--- src/rtl/uart_apb_sched.sv ---
// uart_apb_sched: APB master sequencing baud setup, RX draining and arbitrated TX writes into one UART core.
module uart_apb_sched #(
  parameter int BITWIDTH = 8,
  parameter logic [BITWIDTH-1:0] BAUD_DEFAULT = 8'd54,
  parameter int POLL_LIMIT = 255
) (
  input  logic                PCLK,
  input  logic                PRESET,
  output logic                m_psel,
  output logic                m_penable,
  output logic [1:0]          m_paddr,
  output logic                m_pwrite,
  output logic [BITWIDTH-1:0] m_pwdata,
  input  logic [BITWIDTH-1:0] m_prdata,
  input  logic                m_pready,
  input  logic                rxrdy_i,
  input  logic                req0_valid,
  input  logic [BITWIDTH-1:0] req0_data,
  output logic                req0_ready,
  input  logic                req1_valid,
  input  logic [BITWIDTH-1:0] req1_data,
  output logic                req1_ready,
  input  logic                cfg_baud_we,
  input  logic [BITWIDTH-1:0] cfg_baud,
  output logic                rx_valid,
  output logic [BITWIDTH-1:0] rx_data,
  output logic                busy,
  output logic                timeout_err
);
  localparam int CW = $clog2(POLL_LIMIT + 1);
  typedef enum logic [3:0] {IDLE, CFG_S, CFG_A, RX_S, RX_A, POLL_S, POLL_A, WR_S, WR_A} state_t;
  state_t state, next;
  logic pending, last_grant, take, gnt0, gnt1, last_poll;
  logic [BITWIDTH-1:0] baud_val, wdata;
  logic [CW-1:0] cnt;
  // TX grants only when nothing of higher priority is waiting in IDLE
  assign take = state == IDLE && !PRESET && !pending && !rxrdy_i;
  assign gnt0 = take && req0_valid && (!req1_valid || last_grant);
  assign gnt1 = take && req1_valid && (!req0_valid || !last_grant);
  assign req0_ready = gnt0;
  assign req1_ready = gnt1;
  assign last_poll = cnt == CW'(POLL_LIMIT - 1);
  assign m_psel = state != IDLE;
  assign m_penable = state inside {CFG_A, RX_A, POLL_A, WR_A};
  assign m_paddr = state inside {CFG_S, CFG_A} ? 2'd1 : state inside {POLL_S, POLL_A} ? 2'd2 : 2'd0;
  assign m_pwrite = state inside {CFG_S, CFG_A, WR_S, WR_A};
  assign m_pwdata = wdata;
  assign busy = m_psel;
  always_comb begin
    next = state;
    case (state)
      IDLE:    next = pending ? CFG_S : rxrdy_i ? RX_S : (gnt0 || gnt1) ? POLL_S : IDLE;
      CFG_S:   next = CFG_A;
      CFG_A:   next = m_pready ? IDLE : CFG_A;
      RX_S:    next = RX_A;
      RX_A:    next = m_pready ? IDLE : RX_A;
      POLL_S:  next = POLL_A;
      POLL_A:  next = !m_pready ? POLL_A : m_prdata[0] ? WR_S : last_poll ? IDLE : POLL_S;
      WR_S:    next = WR_A;
      WR_A:    next = m_pready ? IDLE : WR_A;
      default: next = IDLE;
    endcase
  end
  // pending drops when the write is launched; a later cfg_baud_we re-arms it
  always_ff @(posedge PCLK) begin
    if (PRESET) begin
      state       <= IDLE;
      pending     <= 1'b1;
      baud_val    <= BAUD_DEFAULT;
      last_grant  <= 1'b1;
      cnt         <= '0;
      wdata       <= '0;
      rx_valid    <= 1'b0;
      rx_data     <= '0;
      timeout_err <= 1'b0;
    end else begin
      state    <= next;
      rx_valid <= state == RX_A && m_pready;
      if (state == RX_A && m_pready) rx_data <= m_prdata;
      if (cfg_baud_we) begin
        pending  <= 1'b1;
        baud_val <= cfg_baud;
      end else if (state == IDLE && pending) pending <= 1'b0;
      if (state == IDLE && pending) wdata <= baud_val;
      if (gnt0 || gnt1) begin
        wdata      <= gnt0 ? req0_data : req1_data;
        last_grant <= gnt1;
        cnt        <= '0;
      end
      if (state == POLL_A && m_pready && !m_prdata[0]) begin
        cnt <= cnt + 1'b1;
        if (last_poll) timeout_err <= 1'b1;
      end
    end
  end
endmodule
--- config.mk ---
export PLATFORM = sky130hd
export DESIGN_NAME = uart_apb_sched
export DESIGN_NICKNAME = d
export VERILOG_FILES = /design/src/rtl/uart_apb_sched.sv
export SDC_FILE = /design/constraint.sdc
export NUM_CORES = 1
export LEC_CHECK = 0
export ABC_AREA = 1
export CAP_MARGIN = 30
export CORE_UTILIZATION = 47
export DETAILED_ROUTE_END_ITERATION = 12
export PLACE_DENSITY_LB_ADDON = 0.08
export SLEW_MARGIN = 20
export SYNTH_ARGS = -nofsm -noshare
export SYNTH_HDL_FRONTEND = slang
export SYNTH_SLANG_ARGS = --single-unit
--- constraint.sdc ---
create_clock -name PCLK -period 1.35 [get_ports PCLK]
set_input_delay 0.27 -clock PCLK [delete_from_list [all_inputs] [get_ports PCLK]]
set_output_delay 0.27 -clock PCLK [all_outputs]
set_load 0.02 [all_outputs]
==> Word level (Yosys, flattened, before mapping) <==
Cells that the tools add are included.
Widths: inputs -> output; s select.
{ "totals": {"word_cells": 67, "output_inout_bits": 26, "register_bits": 40, "in_bits": 39} }
{ "op_classes": {"n_eq_ne": 9, "muxes": 17, "n_reduce_logical": 31, "n_addsub": 1} }
{ "op_table": {"columns": ["operator", "n"], "rows": [
  ["$mux 8", 5],
  ["$pmux 4 s9", 1],
  ["$mux 3", 7],
  ["$eq 4x3->1 const B", 4],
  ["$reduce_bool 4->1", 3],
  ["$logic_and 1x1->1", 11],
  ["$add 8x1->8 const B", 1],
  ["$eq 4x2->1 const B", 2],
  ["$eq 8x8->1 const B", 1],
  ["$reduce_bool 2->1", 4],
  ["$logic_not 1->1", 7],
  ["$mux 2", 3],
  ["$eq 4x1->1 const B", 1],
  ["$eq 4x4->1 const B", 1],
  ["$logic_not 4->1", 1],
  ["$mux 4", 1],
  ["$logic_or 1x1->1", 3],
  ["$reduce_and 2->1", 1],
  ["$reduce_or 2->1", 1]
]} }

==> Logic depth before layout (Yosys ltp) <==
{ "logic_depth": {"ltp_word": 11, "mapped_depth": 9, "mapped_depth_nobuf": 9} }

==> Least setup slack after synthesis <==
OpenSTA, ideal clock, no wires.
{ "synth_timing": {"path_type": "reg-to-output", "start": "reg state[0]", "end": "out m_pwrite", "arrival_ps": 1499, "stages_incl_launch_ff": 4, "slack_ps": -419, "path_buffers": 0, "required_ps": 1080, "cell_sequence": "dfxtp_1 > nor2_4 > nor4_1 > nand3b_1"} }
{ "synth_via": {"elab_chain_cells": 2, "elab_cells_between_ends": 5, "classes_between": "eq/ne (4); reduce/logical (1)"} }
{ "synth_lines": {"columns": ["element", "line_no", "source"], "rows": [
  ["start, declared", "32", "state_t state, next;"],
  ["start signal, assigned", "77", "state <= next;"],
  ["$eq 4x1->1 (tied with other cells)", "46", "assign m_pwrite = state inside {CFG_S, CFG_A, WR_S, WR_A};"],
  ["$reduce_bool 4->1 *", "46", null],
  ["end, declared", "12", "output logic m_pwrite,"]
]} }
Mark *: on every way between the ends. The rest lies on a longest branch, timed or not.

==> Final worst setup path <==
{ "layout_timing": {"start": "reg state[1]", "end": "out m_pwrite"} }
Same word-level chain as after synthesis.

==> flow_metrics.tcl <==
set metrics [dict create \
    first_pass_iters 4 \
    wl_per_cell_um 14.3 \
    clkTransAtPathRegs_ps 80 \
    violations "setup timing" \
    syn_avg_cell_area_sq_um 7.14 \
    cpPeakStageDelay_ps 370 \
    maxSlewHeadroom_pct 75.0 \
    io_pins 65 \
    antenna_cells 0 \
    final_util_pct 82.7 \
    synthArstFlopShare_pct 0 \
    worst_pin_slew_ps 373 \
    clkLatencyLatePin_ps 300 \
    seq_area_frac_synth_pct 36.9 \
    drc 0 \
    dp_cells 439 \
    synth_common_cells "61 x nand2_1, 49 x nand3_1, 40 x dfxtp_1" \
    gp_congestion 0.804 \
    synth_top_family_by_area "simple AND/OR/NAND/NOR gates" \
    antenna_found_initial 0 \
    root_buffer "clkbuf_8" \
    yosys_warnings 0 \
    peakVddDrop_mv 0.863 \
    ys_seq_elements 40 \
    design.core.area_sq_mm 0.00438 \
    grt_pass1_wl_um 9500 \
    worstSetupPathType "reg -> out" \
    period_minus_slack_ps 1580 \
    dieArea_sq_mm 0.00489 \
    drt-total-wl_um 6610 \
    arrival_ps 1310 \
    nets 449 \
    grt_setup_unrepaired "yes" \
    syn-cell-area_sq_mm 0.00217 \
    status "complete, but fails checks" \
    drv_slew 0 \
    powerDensity_mw_per_mm2 1090 \
    cp-start-kind "flip-flop" \
    cts_max_level 2 \
    drive_gt1_share_pct 37.7 \
    num_rows 24 \
    die_height_um 69.9 \
    path_delay_family "flip-flops" \
    clockBufferDepth 2 \
    finalCritPeriodShare_pct 117 \
    overflow 0 \
    cts_buffers 5 \
    fmax_ghz 0.632 \
    synth_edf_count 0 \
    cts_tree "built" \
    finClkSkew_ps 5.93 \
    clkSinkCount 40 \
    track_usage_pct 24.2 \
    synth_mux_area_share_pct 0 \
    synth.top_cell.area_share_pct 36.9 \
    cp.depth 5 \
    portBuffers 64 \
    critical_path.max_fanout 4 \
    grt_pass1_vias 2141 \
    slowest_stage "dfxtp_4" \
    postSynthCellCount 304 \
    power_leakage_nw 1.62 \
    cp_cell_sequence "nor2_4 -> buf_6 -> nor4_4 -> nand3b_1 -> buf_4" \
    drt-initial-drc-count 111 \
    synthTopCellsByArea "dfxtp_1 37%, nand3_1 11%, nand2_1 11%, inv_1 6.7%, a21oi_1 3.9%" \
    dp.final_hpwl_um 4020 \
    ant_nets 0 \
    yosys.cell_types.count 35 \
    synth.most_common_cell "nand2_1" \
    hold_path_class "reg -> reg" \
    required_ps 1080 \
    holdBufCountCts 0 \
    endpoint_kind "output pin" \
    grt_max_degree 26 \
    yosys.area.top_type "dfxtp_1" \
    initial_core_util_pct 49.5 \
    crit_buf_inv 2 \
    synthFlopType "dfxtp_1" \
    postLayoutSetupSlackWorst_ps -233 \
    fill_cells 279 \
    syn_nets 345 \
    hold_viol 0 \
    synthAdderAreaFrac_pct 1.15 \
    vias_per_cell 5.19 \
    yosys.area_share.simple_pct 34.4 \
    holdPathStages 2 \
    area_growth_syn_to_layout_pct 67.1 \
    num_vias 2394 \
    die_w_um 69.9 \
    synth_xor_area_share_pct 0 \
    synth-compound-area-share_pct 16.0 \
    drv_cap 0 \
    setup_viol 34 \
    layout.cells.non_filler 461 \
    worstRegToRegCells 9 \
]
==> area by class of cell <==
| cell class | count | area, sq um | share of cell area, % |
|---|---|---|---|
| Sequential cell | 40 | 816 | 22.5 |
| Timing Repair Buffer | 106 | 1010 | 27.9 |
| Tap cell | 52 | 65.1 | 1.79 |
| Clock inverter | 3 | 42.5 | 1.17 |
| Inverter | 46 | 191 | 5.28 |
| Multi-Input combinational cell | 208 | 1430 | 39.3 |
| Clock buffer | 5 | 68.8 | 1.90 |
| Timing Repair inverter | 1 | 6.26 | 0.173 |
==> metal layers <==
metal / share of wire, % / up-vias / track usage, %
li1: - / 1198 / -
met1: 42 / 1123 / 31.4
met3: 3.3 / 11 / 5.05
met4: 1.6 / 0 / 7.56
met5: 0 / - / 0
met2: 53 / 62 / 40.1
==> metrics by stage <==
| stage | power (mW) | TNS [ps] | hold WS, ps | setup slack [ps] | instance area [sq um] |
|---|---|---|---|---|---|
| 2_1_floorplan | 2.16 | -5.58 | 373 | -4.09 | 2190 |
| 3_3_place_gp | 2.67 | -12220 | 448 | -762 | 3060 |
| 3_5_place_dp | 2.70 | -12990 | 453 | -792 | 3060 |
| 4_1_cts | 3.68 | -3920 | 462 | -226 | 3240 |
| 5_1_grt | 4.15 | -5430 | 495 | -301 | 3630 |
| 6_report | 3.96 | -3450 | 458 | -233 | 3630 |
==> cells by family (layout without fill, tap and decap cells) <==
kind of cell / count (synthesis) / count (layout)
fa+ha+maj: 2 / 2
compound gates: 51 / 51
flops: 40 / 40
simple gates: 154 / 155
buf+inv: 57 / 161
==> tightest hold or removal path, cell delays in order, from the launching register on <==
cell,delay [ps]
dfxtp_1,310
nand2_1,60
a21oi_1,50
==> path summary, 6_finish.rpt <==
kind                                  from          to  slack, ps
worst min register to register  rx_data[3]  rx_data[3]        460
worst max register to register    state[1]    state[0]       -140
worst min-delay path            rx_data[3]  rx_data[3]        460
worst max-delay path              state[1]    m_pwrite       -230
==> state kept, by name, indices dropped and copies added, names as in the netlist <==
register / cells
pending: 1
rx_valid: 1
m_pwdata: 8
last_grant: 1
state: 4
baud_val: 8
timeout_err: 1
cnt: 8
rx_data: 8
==> cells in the final DEF, fill, tap and decap left out, types with 2 or more instances in the layout <==
cell type and instances:
nor2_1 16, nor2_4 7, nand2_1 45, nand3_2 13
nand3b_1 2, inv_2 7, dfxtp_1 36, nor3_1 3
nor2_2 2, dlygate4sd2_1 21, clkbuf_8 5, a21oi_2 18
ha_1 2, nand3_4 3, nand2_4 8, inv_1 33
nand4_1 3, clkinv_2 2, nand2_2 12, clkdlybuf4s50_1 34
o21ai_4 3, o21ai_0 12, nand2_8 3, nand3_1 33
dfxtp_4 4, buf_6 17, o21ai_2 6, buf_4 29
a21oi_1 8, inv_4 3
==> timing repair <==
item                       CTS  global route
setup buffers                5             6
gates cloned                 0             4
pin swaps                    8            12
hold endpoints to repair     0             0
resized for setup           87            71
setup endpoints to repair   53            35
==> power by group <==
part	total, mW	internal, mW	switching [mW]
logic	1.59	0.747	0.846
registers	1.38	1.30	0.0837
clock network	0.993	0.547	0.445
total	3.96	2.59	1.37
(Power assumes the default switching activity.)
